==> src/rtl/vga_pkg.sv <==
// Shared raster timing constants for the 800x600@72 Hz VGA path.
// The bit-map/colour stage uses the same constants so both stages agree on the geometry.
package vga_pkg;

  localparam int unsigned COL_W   = 11;
  localparam int unsigned DATA_W  = 16;

  localparam int unsigned CLK_DIV = 2;

  localparam int unsigned H_VIS   = 800;
  localparam int unsigned H_FP    = 56;
  localparam int unsigned H_SYNC  = 120;
  localparam int unsigned H_BP    = 64;
  localparam int unsigned H_TOTAL = H_VIS + H_FP + H_SYNC + H_BP;

  localparam int unsigned V_VIS   = 600;
  localparam int unsigned V_FP    = 37;
  localparam int unsigned V_SYNC  = 6;
  localparam int unsigned V_BP    = 23;
  localparam int unsigned V_TOTAL = V_VIS + V_FP + V_SYNC + V_BP;

  localparam logic SYNC_POL = 1'b1;

  // True when pos lies in the inclusive window [lo, hi].
  function automatic logic in_window(input logic [COL_W-1:0] pos,
                                     input logic [COL_W-1:0] lo,
                                     input logic [COL_W-1:0] hi);
    return (pos >= lo) && (pos <= hi);
  endfunction

endpackage

==> src/rtl/pix_clk_div.sv <==
// Pixel-rate divider: adv is the combinational terminal count used to step the
// raster counters; pix_tick is its registered copy, so pix_tick is high in the
// same clk in which the counters show their new value.
module pix_clk_div #(
  parameter int unsigned CLK_DIV = vga_pkg::CLK_DIV
) (
  input  logic clk,
  input  logic reset,
  output logic adv,
  output logic pix_tick
);
  import vga_pkg::*;

  localparam int unsigned        DIV_W    = (CLK_DIV > 32'd1) ? $clog2(CLK_DIV) : 1;
  localparam logic [DIV_W-1:0]   DIV_LAST = DIV_W'(CLK_DIV - 32'd1);

  logic [DIV_W-1:0] div_q, div_d;
  logic             pix_tick_q, pix_tick_d;

  // Next divider count and terminal-count decode.
  always_comb begin
    adv        = (div_q == DIV_LAST);
    pix_tick_d = adv;
    if (adv) begin
      div_d = DIV_W'(0);
    end else begin
      div_d = div_q + DIV_W'(1);
    end
  end

  // Divider and pixel-tick registers.
  always_ff @(posedge clk or negedge reset) begin
    if (!reset) begin
      div_q      <= DIV_W'(0);
      pix_tick_q <= 1'b0;
    end else begin
      div_q      <= div_d;
      pix_tick_q <= pix_tick_d;
    end
  end

  assign pix_tick = pix_tick_q;

endmodule

==> src/rtl/vga_timing_gen.sv <==
// VGA raster timing: pixel/line counters, video-active flag, syncs delayed one
// pixel to line up with the registered colour stage, and a frame-stable copy of
// data_in that only changes on the last pixel of a frame.
module vga_timing_gen #(
  parameter int unsigned CLK_DIV  = vga_pkg::CLK_DIV,
  parameter int unsigned H_VIS    = vga_pkg::H_VIS,
  parameter int unsigned H_FP     = vga_pkg::H_FP,
  parameter int unsigned H_SYNC   = vga_pkg::H_SYNC,
  parameter int unsigned H_BP     = vga_pkg::H_BP,
  parameter int unsigned V_VIS    = vga_pkg::V_VIS,
  parameter int unsigned V_FP     = vga_pkg::V_FP,
  parameter int unsigned V_SYNC   = vga_pkg::V_SYNC,
  parameter int unsigned V_BP     = vga_pkg::V_BP,
  parameter logic        SYNC_POL = vga_pkg::SYNC_POL
) (
  input  logic                        clk,
  input  logic                        reset,
  input  logic [vga_pkg::DATA_W-1:0]  data_in,
  output logic                        pix_tick,
  output logic [vga_pkg::COL_W-1:0]   column,
  output logic [vga_pkg::COL_W-1:0]   row,
  output logic                        video_on,
  output logic                        hsync,
  output logic                        vsync,
  output logic                        frame_start,
  output logic [vga_pkg::DATA_W-1:0]  data_out
);
  import vga_pkg::*;

  localparam int unsigned HT = H_VIS + H_FP + H_SYNC + H_BP;
  localparam int unsigned VT = V_VIS + V_FP + V_SYNC + V_BP;

  localparam logic [COL_W-1:0] H_LAST  = COL_W'(HT - 32'd1);
  localparam logic [COL_W-1:0] V_LAST  = COL_W'(VT - 32'd1);
  localparam logic [COL_W-1:0] H_VIS_C = COL_W'(H_VIS);
  localparam logic [COL_W-1:0] V_VIS_C = COL_W'(V_VIS);
  localparam logic [COL_W-1:0] HS_BEG  = COL_W'(H_VIS + H_FP);
  localparam logic [COL_W-1:0] HS_END  = COL_W'(H_VIS + H_FP + H_SYNC - 32'd1);
  localparam logic [COL_W-1:0] VS_BEG  = COL_W'(V_VIS + V_FP);
  localparam logic [COL_W-1:0] VS_END  = COL_W'(V_VIS + V_FP + V_SYNC - 32'd1);

  logic                adv;
  logic                line_end, frame_end;
  logic [COL_W-1:0]    h_q, h_d, v_q, v_d;
  logic                video_on_q, video_on_d;
  logic                hsync_q, hsync_d, vsync_q, vsync_d;
  logic                frame_start_q, frame_start_d;
  logic [DATA_W-1:0]   data_q, data_d;

  pix_clk_div #(.CLK_DIV(CLK_DIV)) u_pix_clk_div (
    .clk      (clk),
    .reset    (reset),
    .adv      (adv),
    .pix_tick (pix_tick)
  );

  // Raster step: counters, video flag and one-pixel-delayed syncs advance
  // together on the pixel enable; the display word is captured on the last pixel.
  always_comb begin
    h_d           = h_q;
    v_d           = v_q;
    video_on_d    = video_on_q;
    hsync_d       = hsync_q;
    vsync_d       = vsync_q;
    frame_start_d = 1'b0;
    data_d        = data_q;
    line_end      = (h_q == H_LAST);
    frame_end     = line_end && (v_q == V_LAST);
    if (adv) begin
      if (line_end) begin
        h_d = COL_W'(0);
        if (v_q == V_LAST) begin
          v_d = COL_W'(0);
        end else begin
          v_d = v_q + COL_W'(1);
        end
      end else begin
        h_d = h_q + COL_W'(1);
      end
      video_on_d = (h_d < H_VIS_C) && (v_d < V_VIS_C);
      // Decoding the pre-advance position is what delays the syncs by one pixel.
      hsync_d    = in_window(h_q, HS_BEG, HS_END) ? SYNC_POL : ~SYNC_POL;
      vsync_d    = in_window(v_q, VS_BEG, VS_END) ? SYNC_POL : ~SYNC_POL;
      frame_start_d = frame_end;
      if (frame_end) begin
        data_d = data_in;
      end else begin
        data_d = data_q;
      end
    end else begin
      frame_start_d = 1'b0;
    end
  end

  // Raster state registers.
  always_ff @(posedge clk or negedge reset) begin
    if (!reset) begin
      h_q           <= COL_W'(0);
      v_q           <= COL_W'(0);
      video_on_q    <= 1'b0;
      hsync_q       <= ~SYNC_POL;
      vsync_q       <= ~SYNC_POL;
      frame_start_q <= 1'b0;
      data_q        <= 16'h0000;
    end else begin
      h_q           <= h_d;
      v_q           <= v_d;
      video_on_q    <= video_on_d;
      hsync_q       <= hsync_d;
      vsync_q       <= vsync_d;
      frame_start_q <= frame_start_d;
      data_q        <= data_d;
    end
  end

  assign column      = h_q;
  assign row         = v_q;
  assign video_on    = video_on_q;
  assign hsync       = hsync_q;
  assign vsync       = vsync_q;
  assign frame_start = frame_start_q;
  assign data_out    = data_q;

endmodule
==> config.mk <==
export PLATFORM = sky130hd
export DESIGN_NAME = vga_timing_gen
export DESIGN_NICKNAME = d
export VERILOG_FILES = /design/src/rtl/vga_pkg.sv /design/src/rtl/pix_clk_div.sv /design/src/rtl/vga_timing_gen.sv
export SDC_FILE = /design/constraint.sdc
export NUM_CORES = 1
export LEC_CHECK = 0
export ABC_AREA = 0
export CORE_UTILIZATION = 50
export DETAILED_ROUTE_END_ITERATION = 12
export GPL_TIMING_DRIVEN = 1
export PLACE_DENSITY = 0.84
export SLEW_MARGIN = 20
export SYNTH_ARGS = -nofsm -noshare
export SYNTH_HDL_FRONTEND = slang
export SYNTH_HIERARCHICAL = 1
export SYNTH_SLANG_ARGS = --single-unit
==> constraint.sdc <==
create_clock -name clk -period 2.9 [get_ports clk]
set_input_delay 0.58 -clock clk [delete_from_list [all_inputs] [get_ports clk]]
set_output_delay 0.58 -clock clk [all_outputs]
set_load 0.05 [all_outputs]
# Yosys cells after proc, flatten, opt, wreduce, memory -nomap -nowiden
# Cells that the tools add are included.
# totals
register_bits	44
latchBits	0
ram_bits	0
mem_bits_ro	0
out_inout_bits	43
mem_count	0
# op_classes
addsub	3
mul	0
div	0
magnitude_cmp	6
n_eq_ne	2
shift	0
mux	9
bitwise	0
n_reduce_logical	5
# op_table
cell	n
$mux 11	5
$add 11x1->11 const B	2
$ge 11x10->1 const B	2
$le 11x10->1 const B	2
$lt 11x10->1 const B	2
$eq 11x10->1 const B	1
$eq 11x11->1 const B	1
$logic_and 1x1->1	4
$mux 1	4
$reduce_and 2->1	1
$add 1x1->1 const B	1

# Depth between registers and ports, before layout
# Gate-level depths: netlist (run 1).
# depth
word_depth	6
depth_mapped	8
ltp_nobuf	8

# Modules after synthesis
# The synthesis (run 1) kept the hierarchy.
# by_module_without_submodules
module	n_inst	cells_per_inst	area_each_um2	seq_area_each_um2
vga_timing_gen	1	244	2443.6	1051.0
pix_clk_div	1	3	53.8	50.0

# Worst setup path before layout (run 1)
# OpenSTA, ideal clock, no wires.
# synth_path
path_type	register -> register
start	reg h_q[7], in the netlist column[7]
end	reg data_q[0], in the netlist data_out[0]
setup_ns	0.125
arrival_time_ns	2.306
t_required_ns	2.775
path_slack_ns	0.469
path_stages_with_launch	8
synth_period_minus_slack_ns	2.431
path_cell_list	dfrtp_1 > buf_4 > or4_4 > nor3_4 > and3_1 > buf_6 > buf_12 > mux2_4
# synth_via
elab_chain_cells	3
# synth_lines
item	line	rtl
start: declaration	vga_timing_gen.sv:44	logic [COL_W-1:0] h_q, h_d, v_q, v_d;
start signal: assignment	vga_timing_gen.sv:98	h_q <= COL_W'(0);
start signal: assignment	vga_timing_gen.sv:106	h_q <= h_d;
$eq 11x11->1	vga_timing_gen.sv:67	line_end = (h_q == H_LAST);
$logic_and 1x1->1	vga_timing_gen.sv:68	frame_end = line_end && (v_q == V_LAST);
$reduce_and 2->1 (no line)	--	
end signal: assignment	vga_timing_gen.sv:112	data_q <= data_d;
end: declaration	vga_timing_gen.sv:48	logic [DATA_W-1:0] data_q, data_d;
# No other way between the ends.
# A chain may end at the register's enable or synchronous reset.

# Final worst setup path (run 1)
# layout_path
start	reg v_q[2], in the netlist row[2]
end	reg data_q[13], in the netlist data_out[13]
# layout_via
elab_chain_cells	3
# layout_lines
item	line	rtl
start: declaration	vga_timing_gen.sv:44	
start signal: assignment	vga_timing_gen.sv:107	v_q <= v_d;
$eq 11x10->1	vga_timing_gen.sv:68	
$logic_and 1x1->1	vga_timing_gen.sv:68	
$reduce_and 2->1 (no line)	--	
# No other way between the ends.

==> flow_metrics.tcl, run 1 <==
set metrics [dict create \
    whs_ps 215.3 \
    hold_viol_final 0 \
    yosys-top-cells-area "dfrtp_1 44%, mux2_4 5.4%, o21ai_0 3.6%" \
    cp_cell_sequence "nor4_1, and4_1, and3_1, buf_4, mux2_2" \
    dp_cells 361 \
    cpLargestDelayFamily "simple AND/OR/NAND/NOR gates" \
    port_buffers 60 \
    status "completed" \
    start_kind "flip-flop" \
    cap_violations 0 \
    gp_congestion 0.8847 \
    period_share 0.8222 \
    clock-sinks 44 \
    max_freq_mhz 419.4 \
    critPathKind "flip-flop to flip-flop" \
    dpl_cell_area_um2 3113 \
    stdcell_count 370 \
    areaGrowthSynthToFinish_pct 30.31 \
    core_area_um2 4755 \
    clock_path_buffers 2 \
    first_pass_iters 4 \
    die_h_um 72.68 \
    nets 325 \
    postRouteAntennaNets 0 \
    rows 25 \
    skew_ps 7.441 \
    grt-ovfl-total 0 \
    min_period_ps 2384 \
    grt_max_degree 45 \
    grt_pass1_vias 2021 \
    drc 0 \
    synth_edf_count 0 \
    clock_latency_ps 300 \
    grt_use_total 0.2325 \
    seq_area_frac_synth 0.4409 \
    cts-resized-gates 0 \
    synth_fp_nets 270 \
    avgRoutedWirePerCell_um 15.30 \
    antenna_found_initial 0 \
    fin_tns_setup_ps 0 \
    netlist_area_um2 2497 \
    critPathSlowestCell "nor4_1" \
    clk_pin_slew_ps 90 \
    htreeDepth 2 \
    ir_drop_mv 0.1906 \
    crit_buf_inv 1 \
    via_count 2117 \
    layout-drive-gt1-share 0.1155 \
    cts_buffers 5 \
    critPathCaptureType "flip-flop" \
    cpPeakStageDelay_ps 540 \
    pre_cts_slack_ps 530.3 \
    yosysTopAreaCellShare 0.4409 \
    worstMarginPinSlew_ps 518.8 \
    hold_class "input port to async pin" \
    async_flop_share 1.000 \
    setup.worst_path.start "row[2]" \
    synthCells 247 \
    grt_pass1_wl_um 9473 \
    antennaDiodeCount 0 \
    worst_slack_ps 515.7 \
    cp.arrival_ps 2560 \
    num_io_pins 61 \
    r2r_start "row[2]" \
    routed_wl_um 5661 \
    die_w_um 72.68 \
    dieArea_um2 5282 \
    synth_warnings 6 \
    hpwlAfterDp_um 4064 \
    post-cts-setup-buffers 0 \
    finalSetupViolations 0 \
    crit_fanout 17 \
    required_ps 3080 \
    leakage_nw 1.386 \
    avgSynthCellArea_um2 10.11 \
    detailedRoute.firstIterationViolations 121 \
    power_density_nw_per_um2 350.5 \
    cts_tree "done" \
    holdBufCountCts 0 \
    stdcell_area_um2 3254 \
    synth_ff_type "dfrtp_1" \
    viasPerCell 5.722 \
    yosysTopAreaCell "dfrtp_1" \
    max_slew_margin 0.6510 \
    start_util 0.5253 \
    drv_slew 0 \
    ys_types 48 \
    rsz0062_at_grt "false" \
    ctsRootBufferMaster "clkbuf_8" \
    ys_seq_elements 44 \
]
## routing by layer
| layer | global-route usage | share of wire |
|---|---|---|
| met4 | 0.08715 | 0.0051 |
| met2 | 0.3676 | 0.45 |
| met1 | 0.3193 | 0.46 |
| met5 | 0 | 0 |
| met3 | 0.04282 | 0.081 |
## placed cells by master (no fill, tap or decap), drive strengths merged, types with 2 or more instances in the layout
cell type,n
a21o,2
a21oi,8
a31oi,5
and2,5
and3,5
and4,5
buf,6
clkbuf,6
clkdlybuf4s50,59
dfrtp,44
ha,5
inv,9
mux2,17
nand2,23
nand3,15
nand4,7
nor2,7
nor2b,3
nor3,2
nor4,8
nor4b,4
o211ai,2
o21ai,18
o311a,2
o31ai,7
or2,2
or3,2
or4,2
xnor2,9
## state kept, by name, summed over array words and instances, names as in the netlist
name                    cells
column                     11
data_out                   16
u_pix_clk_div/adv           1
frame_start                 1
row                        11
u_pix_clk_div/pix_tick      1
vsync                       1
video_on                    1
hsync                       1
## cell type report
cell class	instances	area [um^2]
Clock buffer	6	82.58
Clock inverter	2	38.79
Fill cell	381	1500
Inverter	9	33.78
Multi-Input combinational cell	177	1269
Sequential cell	44	1101
Tap cell	67	83.83
Timing Repair Buffer	65	645.6
## worst paths after layout
check | to | slack, ps | depth (start not counted)
worst max register to register | data_out[13] | 520 | 5
worst min-delay path | row[0] | 220 | 1
min in group clk | data_out[14] | 510 | 1
max in group asynchronous | row[8] | 2200 | 2
worst min register to register | data_out[14] | 510 | 1
worst max-delay path | data_out[13] | 520 | 5
## stage by stage
step / utilization / power [W]
after floorplan: - / 0.0006257
after global placement: 0.6547 / 0.0006595
after detailed placement: 0.6547 / 0.0006599
after CTS: 0.6803 / 0.001156
after global routing: 0.6845 / 0.001184
final: 0.6845 / 0.001141
## logic make-up (layout without fill, tap and decap cells)
kind of cell,Yosys count,in the layout,synth area share
AOI/OAI and AO/OA,50,50,0.1268
DFF,44,44,0.4409
adders and majority gates,5,5,0.02505
muxes,18,18,0.09419
xor gates and xnor gates,10,10,0.03507
and+or+nand+nor,94,94,0.2270
buffers and inverters,26,82,0.05110
## power by group
part,internal [W],switching [W]
clock,0.000282,0.000209
sequential,0.000613,0
combinational,0.0000221,0.0000149
total,0.000917,0.000224
## cell usage after synthesis, drive strengths merged, types with 7 or more instances
master  count
inv         9
xnor2       9
o31ai       7
mux2       17
nand3      15
clkbuf     12
nand2      23
o21ai      18
a21oi       8
nor2        7
nor4        8
nand4       7
dfrtp      44
## worst register-to-register path, cell delays in order (launching register included)
cell and delay, ps:
dfrtp_1 490, nor4_1 540, and4_1 400, and3_1 180, buf_4 270, mux2_2 380
No activity file was read; power rests on OpenSTA's default activity.
==> run 2, diff against run 1 <==
==> constraint.sdc (replaced) <==
create_clock -name clk -period 2.2 [get_ports clk]
set_input_delay 0.44 -clock clk [delete_from_list [all_inputs] [get_ports clk]]
set_output_delay 0.44 -clock clk [all_outputs]
set_load 0.05 [all_outputs]
==> run 2 against run 1 <==
Net effect: hold slack worse by 120 ps; fmax is 11% higher; clock power is 25% higher; clock skew is essentially flat; first-iteration DRC count is 16% higher; die area stayed put; cell count increased by 7.8%; core utilization increased by 4.9 points; via count grew 7.0%; sequential share of layout area fell by 1.9 points; global-route usage up 3.0 points; critical path type unchanged; largest cell class unchanged.
==> flow_metrics.tcl, run 2 (same netlist as run 1, synthesis figures left out) <==
set metrics [dict create \
    power_frac_clock 0.417 \
    viasPerCell 5.677 \
    routed_wl_um 6558 \
    antenna_found_initial 0 \
    dieArea_um2 5282 \
    fillerInstances 350 \
    critPathCaptureType "flip-flop" \
    stdcell_count 399 \
    max_slew_margin 0.6566 \
    dp_cells 389 \
    layout-drive-gt1-share 0.2319 \
    avgRoutedWirePerCell_um 16.44 \
    skew_ps 7.129 \
    grt_pass1_wl_um 10600 \
    holdBufCountCts 0 \
    nets 354 \
    rsz0062_at_grt "true" \
    grt_pass1_vias 2217 \
    ff2ff_setup_slack_ps 50 \
    areaGrowthSynthToFinish_pct 39.58 \
    antennaDiodeCount 0 \
    ir_drop_mv 0.2946 \
    hold_class "input port to async pin" \
    max_freq_mhz 464.5 \
    clock-sinks 44 \
    start_kind "flip-flop" \
    largest_register_ffs 16 \
    ctsRootBufferMaster "clkbuf_8" \
    clock_path_buffers 2 \
    hpwlAfterDp_um 4856 \
    hold_viol_final 0 \
    cts_tree "done" \
    switchingPower_w 0.0002958 \
    power_frac_seq 0.550 \
    grt_use_total 0.2627 \
    cp.arrival_ps 2330 \
    drc 0 \
    die_w_um 72.68 \
    crit_fanout 5 \
    r2r_start "column[5]" \
    swShare 0.2014 \
    leakage_nw 1.521 \
    detailedRoute.firstIterationViolations 140 \
    die_h_um 72.68 \
    core_area_um2 4755 \
    p_int_w 0.001173 \
    finalSetupViolations 0 \
    via_count 2265 \
    status "completed" \
    postLayoutCoreUtil 0.7332 \
    clk_pin_slew_ps 80 \
    postRouteAntennaNets 0 \
    worstMarginPinSlew_ps 513.4 \
    grt-ovfl-total 0 \
    critPathKind "flip-flop to flip-flop" \
    start_util 0.5253 \
    rows 25 \
    min_period_ps 2153 \
    final_common_cell "clkdlybuf4s50_1" \
    p_comb_frac 0.033 \
    cts_buffers 5 \
    num_io_pins 61 \
    htreeDepth 2 \
    timing.rr.end "row[8]" \
    power_density_nw_per_um2 421.3 \
    clock_latency_ps 300 \
    gp_congestion 0.9265 \
    final_cell_mix "59 x clkdlybuf4s50_1, 35 x dfrtp_1, 33 x buf_4" \
    rr_worst_depth 7 \
    drv_slew 0 \
    port_buffers 60 \
    cap_violations 0 \
    required_ps 2380 \
    first_pass_iters 5 \
    grt_max_degree 24 \
    period_share 0.9785 \
]
## run 2: per-stage QoR
| step | power (W) | hold WS [ps] | setup WS, ps | instance area [um^2] | TNS, ps |
|---|---|---|---|---|---|
| floorplan | 0.0008247 | 144.4 | -40.12 | 2525 | -366.3 |
| global placement | 0.0008711 | 424.6 | 88.76 | 3349 | 0 |
| detailed placement | 0.0008734 | 427.6 | 20.07 | 3349 | 0 |
| CTS | 0.001480 | 104.8 | 14.37 | 3457 | 0 |
| global route | 0.001516 | 124.2 | -13.16 | 3486 | -13.16 |
| finish | 0.001469 | 92.53 | 47.28 | 3486 | 0 |
## run 2: layout make-up
class,instances,area (um^2),share of cell area
clock buffers,6,72.57,0.02082
clock inverters,2,35.03,0.01005
inverters,9,33.78,0.009691
multi-input cells,177,1285,0.3686
flip-flops and latches,44,1112,0.3191
well taps,67,83.83,0.02405
repair buffers,94,863.3,0.2477
## run 2: timing repair
item | CTS | global route
gates resized for setup | 0 | 4
setup buffers | 0 | 2
endpoints found under the setup margin | 0 | 1
## run 2: worst max-delay path by stage
stage               cells past startpoint          end  startpoint  slack, ps
finish                                  7       row[8]   column[5]         50
global route                            7     video_on   column[5]        -10
CTS                                     6     video_on   column[5]         10
detailed placement                      6     video_on   column[5]         20
global placement                        6     video_on   column[5]         90
floorplan                               7  data_out[0]   column[9]        -40
## run 2: power by group through the flow
stage          clock, W  combinational (W)  sequential, W
2_1_floorplan         0        0.000000491       0.000824
3_3_place_gp          0          0.0000471       0.000824
3_5_place_dp          0          0.0000494       0.000824
4_1_cts        0.000622          0.0000498       0.000808
5_1_grt        0.000655          0.0000531       0.000808
6_report       0.000613          0.0000483       0.000808
## run 2: worst max-delay path: stages, from the launching register on
cell and delay, ps:
dfrtp_2 410, or4_4 590, nor4_4 390, buf_4 180, nand3_1 80, nor2b_1 140
o21ai_0 160, o31ai_1 90
## run 2: metal layers
| metal | global-route usage | share of wire | up-vias |
|---|---|---|---|
| li1 | - | - | 1071 |
| met1 | 0.3390 | 0.42 | 1065 |
| met2 | 0.4320 | 0.48 | 114 |
| met3 | 0.05663 | 0.080 | 15 |
| met4 | 0.1046 | 0.020 | 0 |
| met5 | 0 | 0 | - |
